==> src/rtl/lutram_fifo_pkg.sv <==
// Shared sizing constants for the 16-deep distributed-RAM FIFO.
package lutram_fifo_pkg;
  localparam int DEPTH  = 16;
  localparam int ADDR_W = 4;
  localparam int CNT_W  = 5;
endpackage

==> src/rtl/dist_ram_16xw.sv <==
// 16xWIDTH distributed RAM: synchronous write, asynchronous read, no reset.
// The write lands at the clk edge; a read of that address in the next cycle returns the new word.
module dist_ram_16xw
  import lutram_fifo_pkg::*;
#(
  parameter int WIDTH = 16
) (
  input  logic              clk,
  input  logic              we,
  input  logic [ADDR_W-1:0] waddr,
  input  logic [WIDTH-1:0]  wdata,
  input  logic [ADDR_W-1:0] raddr,
  output logic [WIDTH-1:0]  rdata
);

  logic [WIDTH-1:0] mem [0:DEPTH-1];

  always_ff @(posedge clk) begin
    if (we) mem[waddr] <= wdata;
  end

  assign rdata = mem[raddr];

endmodule

==> src/rtl/lutram_fifo16.sv <==
// First-word-fall-through FIFO: 16-word distributed RAM plus one output register (17 words).
// Empty-to-valid latency 1 cycle; in_ready drops only when the RAM is full, independent of out_ready.
module lutram_fifo16
  import lutram_fifo_pkg::*;
#(
  parameter int WIDTH       = 16,
  parameter int AFULL_LEVEL = 12
) (
  input  logic             clk,
  input  logic             rst,
  input  logic             flush,
  input  logic [WIDTH-1:0] in_data,
  input  logic             in_valid,
  output logic             in_ready,
  output logic [WIDTH-1:0] out_data,
  output logic             out_valid,
  input  logic             out_ready,
  output logic [4:0]       level,
  output logic             almost_full
);

  logic [ADDR_W-1:0] wr_ptr;
  logic [ADDR_W-1:0] rd_ptr;
  logic [CNT_W-1:0]  ram_count;
  logic [WIDTH-1:0]  ram_rdata;
  logic              clear;
  logic              push;
  logic              load;

  assign clear    = rst | flush;
  assign in_ready = (ram_count != CNT_W'(DEPTH)) & ~clear;
  assign push     = in_valid & in_ready;
  // The RAM must already hold a word before the edge, so a load never reads the slot being written.
  assign load     = (ram_count != '0) & (~out_valid | out_ready);

  dist_ram_16xw #(.WIDTH(WIDTH)) u_ram (
    .clk   (clk),
    .we    (push),
    .waddr (wr_ptr),
    .wdata (in_data),
    .raddr (rd_ptr),
    .rdata (ram_rdata)
  );

  always_ff @(posedge clk) begin
    if (clear) begin
      wr_ptr    <= '0;
      rd_ptr    <= '0;
      ram_count <= '0;
      out_valid <= 1'b0;
      out_data  <= '0;
    end else begin
      if (push) wr_ptr <= wr_ptr + ADDR_W'(1);
      if (load) begin
        out_data  <= ram_rdata;
        rd_ptr    <= rd_ptr + ADDR_W'(1);
        out_valid <= 1'b1;
      end else if (out_valid && out_ready) begin
        out_valid <= 1'b0;
      end
      ram_count <= ram_count + CNT_W'(push) - CNT_W'(load);
    end
  end

  assign level       = ram_count + {4'b0000, out_valid};
  assign almost_full = (ram_count >= CNT_W'(AFULL_LEVEL));

endmodule

==> config.mk <==
export PLATFORM = sky130hd
export DESIGN_NAME = lutram_fifo16
export DESIGN_NICKNAME = d
export VERILOG_FILES = /design/src/rtl/lutram_fifo_pkg.sv /design/src/rtl/dist_ram_16xw.sv /design/src/rtl/lutram_fifo16.sv
export SDC_FILE = /design/constraint.sdc
export NUM_CORES = 1
export LEC_CHECK = 0
export ABC_AREA = 1
export BUFFER_PORTS_ARGS = -buffer_cell sky130_fd_sc_hd__buf_2
export CAP_MARGIN = 20
export CORE_MARGIN = 1
export CORE_UTILIZATION = 55
export CTS_BUF_LIST = sky130_fd_sc_hd__clkbuf_4 sky130_fd_sc_hd__clkbuf_8 sky130_fd_sc_hd__clkbuf_16
export CTS_CLUSTER_SIZE = 8
export DETAILED_ROUTE_END_ITERATION = 10
export PLACE_DENSITY = 0.72
export SYNTH_ARGS = -nofsm -noshare
export SYNTH_HDL_FRONTEND = slang
export SYNTH_SLANG_ARGS = --single-unit
==> constraint.sdc <==
create_clock -name clk -period 3 [get_ports clk]
set_clock_uncertainty 0.1 [all_clocks]
set_input_delay 0.6 -clock clk [delete_from_list [all_inputs] [get_ports clk]]
set_output_delay 0.6 -clock clk [all_outputs]
set_load 0.005 [all_outputs]
**After elaboration in Yosys (flattened, before gate mapping)**

Memory sizes are Yosys's and may differ from the RTL's. A register that Yosys moved wholly into a read port is not among the register bits.
Cells that the tools add are included.

- Memories: 1
- Register bits after elaboration: 14
- Output and inout bits: 24
- Memory bits (writable): 256

Memory list:

| name | depth | width | read ports | clocked after memory_dff | write ports | line | RTL |
|---|---|---|---|---|---|---|---|
| u_ram.mem | 16 | 16 | 1 | 1 | 1 | dist_ram_16xw.sv:16 | `logic [WIDTH-1:0] mem [0:DEPTH-1];` |

- Equality and inequality tests: 1
- Order comparisons: 1
- Bitwise logic cells: 7
- Mux-type cells: 4
- Reductions and logical operators: 3
- Add/sub/neg operators: 5

Operators with widths:

| cell | number |
|---|---|
| $add 5x1->5 | 2 |
| $add 4x1->4 const B | 2 |
| $ge 5x4->1 const B | 1 |
| $ne 5x5->1 const B | 1 |
| $reduce_bool 5->1 | 1 |
| $sub 5x1->5 | 1 |
| $mux 1 | 4 |
| $and 1x1->1 | 3 |
| $not 1->1 | 2 |
| $or 1x1->1 | 2 |
| $reduce_bool 2->1 | 1 |
| $logic_and 1x1->1 | 1 |

**Logic depth before layout (Yosys ltp)**

- Depth after elaboration: 6
- Depth in mapped cells: 14
- Gate-level depth less buffers: 14

**Cells and area by module**

Synthesis repeated with hierarchy kept, for this count alone.

- Cells, all modules: 1250
- Area total of the unflattened synthesis: 12635.9 sq um

By module, submodules not included:

| module | cells each | area an instance (sq um) | instances |
|---|---|---|---|
| dist_ram_16xw | 1058 | 11060.6 | 1 |
| lutram_fifo16 | 192 | 1575.3 | 1 |

**Worst setup path after synthesis**

OpenSTA, ideal clock, no wires.

- Kind: input-to-reg
- Start point: input flush
- End point: register ram_count[4]
- Data arrival time: 2584 ps
- Library setup time: 120 ps
- Path slack: 196 ps
- Cell stages on the path: 12
- Buffers on the path: 0
- Cells stage by stage: nor2_1 > nand2_1 > nor2_4 > inv_1 > ha_1 > inv_1 > ha_1 > fa_1 > a21oi_1 > o21bai_1 > o21ai_0 > a21oi_1

- Cells in the longest elaborated chain, start to end: 6

RTL lines:

| element | line | RTL |
|---|---|---|
| start: declaration | lutram_fifo16.sv:11 | `input logic flush,` |
| $or 1x1->1 * | lutram_fifo16.sv:30 | `assign clear = rst \| flush;` |
| $not 1->1 | lutram_fifo16.sv:31 | `assign in_ready = (ram_count != CNT_W'(DEPTH)) & ~clear;` |
| $and 1x1->1 | lutram_fifo16.sv:31 |  |
| $and 1x1->1 | lutram_fifo16.sv:32 | `assign push = in_valid & in_ready;` |
| $add 5x1->5 | lutram_fifo16.sv:61 | `ram_count <= ram_count + CNT_W'(push) - CNT_W'(load);` |
| $sub 5x1->5 | lutram_fifo16.sv:61 |  |
| end signal: assignment | lutram_fifo16.sv:61 |  |
| end: declaration | lutram_fifo16.sv:24 | `logic [CNT_W-1:0] ram_count;` |

Every way passes the cells marked *; elsewhere a longest branch is shown, timed or not.
A chain may end at the register's enable or synchronous reset.

**Final worst setup path**

- Start point: register ram_count[2]
- End point: register ram_count[4]

- Cells in the longest elaborated chain, start to end: 5
- Elaborated cells between the ends (all ways): 7
- Classes of those cells: add/sub (2); eq/ne (1); bitwise (3); reduce/logical (1)

RTL lines:

| element | line |
|---|---|
| $ne 5x5->1 | lutram_fifo16.sv:31 |
| $and 1x1->1 | lutram_fifo16.sv:31 |
| $and 1x1->1 | lutram_fifo16.sv:32 |
| $add 5x1->5 | lutram_fifo16.sv:61 |
| $sub 5x1->5 * | lutram_fifo16.sv:61 |

Marks and branches as above.

==> results.json <==
{
  "outcome": "completed",
  "syn_area_per_cell_um2": 10.1,
  "synth.most_common_cell": "nand2_1",
  "cp-start-kind": "flop",
  "hold_viol": 0,
  "crit_chain": "inv_1 -> ha_1 -> nand4_1 -> nand2_1 -> nor2_4 -> inv_1 -> ha_1 -> inv_1 -> ha_1 -> fa_1 -> a21oi_1 -> o21bai_1 -> o21ai_0 -> a21oi_1",
  "arrival_ns": 3.00,
  "synth-edff-count": 256,
  "cts-root-buf": "clkbuf_16",
  "rsz0062_at_grt": "no",
  "irDropWorstVdd_mv": 0.544,
  "drtIter0Drc": 813,
  "finalPower_mw": 11.7,
  "ys_warn_count": 0,
  "start_util_pct": 56.1,
  "rows": 54,
  "vias": 8426,
  "die_height_um": 151,
  "critPathKind": "flop to flop",
  "hpwl_um": 16000,
  "clkTransAtPathRegs_ns": 0.05,
  "cts.sinks": 286,
  "grt_usage_pct": 26.2,
  "power.leakage_nw": 6.07,
  "cts_buffers": 41,
  "portBuffers": 44,
  "required_ns": 3.31,
  "slowest_delay_ns": 0.43,
  "antenna_found_initial": 0,
  "gp_congestion": 0.828,
  "ios": 45,
  "postCtsHoldBufs": 0,
  "ys_ff_latch": 286,
  "n_fill_cell": 1660,
  "clk_path_buf_depth": 3,
  "cts_tree": "yes",
  "viasPerCell": 5.36,
  "grt_max_degree": 131,
  "detail_route.wl_per_cell_um": 18.5,
  "layout.nets": 1314,
  "drc_errors": 0,
  "grt_pass1_vias": 7965,
  "synth_top_area_share_pct": 62.6,
  "yosys.cell_types.count": 21,
  "synth_commonest_cells": "nand2_1, edfxtp_1, nand3_1",
  "final_core_util_pct": 64.7,
  "place_ws_ns": 0.206,
  "critical_path.slowest_cell": "fa_1",
  "setup_viol": 0,
  "final.min_clock_period_ns": 2.69,
  "placedCellCount": 1513,
  "cp-end-kind": "flop",
  "fin_setup_tns_ns": 0,
  "dr.pass1.iters": 5,
  "synth_area_leaders": "edfxtp_1, nand2_1, nand3_1, inv_1, dfxtp_1",
  "clk_latency_ns": 0.52,
  "synth_area_um2": 12300,
  "core_um2": 21900,
  "drv_slew": 0,
  "async_flop_share_pct": 0,
  "area_growth_pct": 15.2,
  "finalNonFillerCells": 1572,
  "drive_gt1_share_pct": 12.2,
  "drv_cap": 0,
  "die-width_um": 151,
  "timing.hold.ws_ns": 0.264,
  "max_freq_mhz": 371,
  "grt-ovfl-total": 0,
  "n_antenna_cell": 0,
  "place_area_um2": 13000,
  "htree_levels": 2,
  "ys.flop_type": "edfxtp_1",
  "path_max_fanout": 6,
  "synth_top_cell_by_area": "edfxtp_1",
  "power_density_nw_per_um2": 829,
  "setup_ws_ns": 0.305,
  "period_share_pct": 89.8,
  "min_path_type": "input port to flop",
  "die-area_um2": 22900,
  "syn-num-nets": 1252,
  "yosysSeqAreaShare_pct": 67.5,
  "tightest_slew_ns": 0.887,
  "detail_route.wirelength_um": 29000,
  "relSlewSlack_pct": 40.5,
  "grt_pass1_wl_um": 43800,
  "ant_nets": 0,
  "design_area_um2": 14200,
  "synthCells": 1214
}
[cell usage in the layout, fill, tap and decap left out]
master,count
clkinv_2,1
dfxtp_4,1
fa_1,1
o21bai_1,1
dfxtp_1,27
inv_2,2
buf_12,8
clkinv_1,2
buf_2,44
ha_1,16
inv_1,164
nor2_4,1
nand3_1,182
xnor2_1,1
dfxtp_2,2
a21oi_1,14
buf_4,24
o21ai_0,6
clkbuf_4,15
xor2_1,5
nand2_1,422
nor2_1,36
nor2_2,16
nand4_1,2
edfxtp_1,256
clkbuf_16,42
clkinv_8,1
[final timing paths]
check	startpoint	endpoint	slack [ns]	depth (start not counted)
max reg2reg	ram_count[2]	ram_count[4]	0.31	14
min reg2reg	out_valid	out_valid	0.41	2
max	ram_count[2]	ram_count[4]	0.31	14
min	out_ready	out_valid	0.26	4
[where the power goes]
part | internal, mW | leakage [nW] | switching, mW
logic | 0.931 | 2.93 | 2.02
registers | 4.49 | 2.55 | 0.0908
clock network | 2.65 | 0.595 | 1.55
total | 8.07 | 6.07 | 3.66
[what timing repair did]
item,4_1_cts,5_1_grt
hold endpoints to repair,0,0
setup endpoints to repair,0,1
buffers inserted,0,0
resized for setup,0,1
[metal layers]
| layer | track usage, % | vias to the layer above | wire (µm) |
|---|---|---|---|
| li1 | - | 4048 | - |
| met4 | 10.4 | 0 | 896 |
| met5 | 0 | - | 0 |
| met2 | 42.9 | 363 | 13800 |
| met1 | 34.3 | 3948 | 11900 |
| met3 | 5.24 | 67 | 2410 |
[state kept, by name, summed over array words and instances (netlist names)]
register / count
rd_ptr: 4
out_data: 16
out_valid: 1
u_ram.mem: 256
wr_ptr: 4
ram_count: 5
[cell families (layout without fill, tap and decap cells)]
family	after synthesis	count (layout)	share of synthesized area, %
xor gates and xnor gates	6	6	0.428
buffers and inverters	225	303	7.35
DFF	286	286	67.5
AOI/OAI and AO/OA	21	21	0.876
and+or+nand+nor	659	659	22.1
adders and majority gates	17	17	1.79
[worst max-delay path: cells and delay by family (launching register included)]
| kind | cells | cell delay (ns) |
|---|---|---|
| buffers and inverters | 3 | 0.23 |
| adders and majority gates | 4 | 1.13 |
| AOI/OAI and AO/OA | 4 | 0.45 |
| DFF | 1 | 0.38 |
| and+or+nand+nor | 3 | 0.31 |
[layout make-up]
| class | instances | area [µm²] | share of cell area [%] |
|---|---|---|---|
| clock buffer | 57 | 1160 | 8.22 |
| clock inverter | 2 | 20.0 | 0.141 |
| inverter | 168 | 632 | 4.46 |
| multi-input combinational | 703 | 3130 | 22.1 |
| sequential | 286 | 8290 | 58.6 |
| tap | 280 | 350 | 2.48 |
| timing repair buffer | 76 | 561 | 3.96 |
Power figures use the tool's default switching activity.
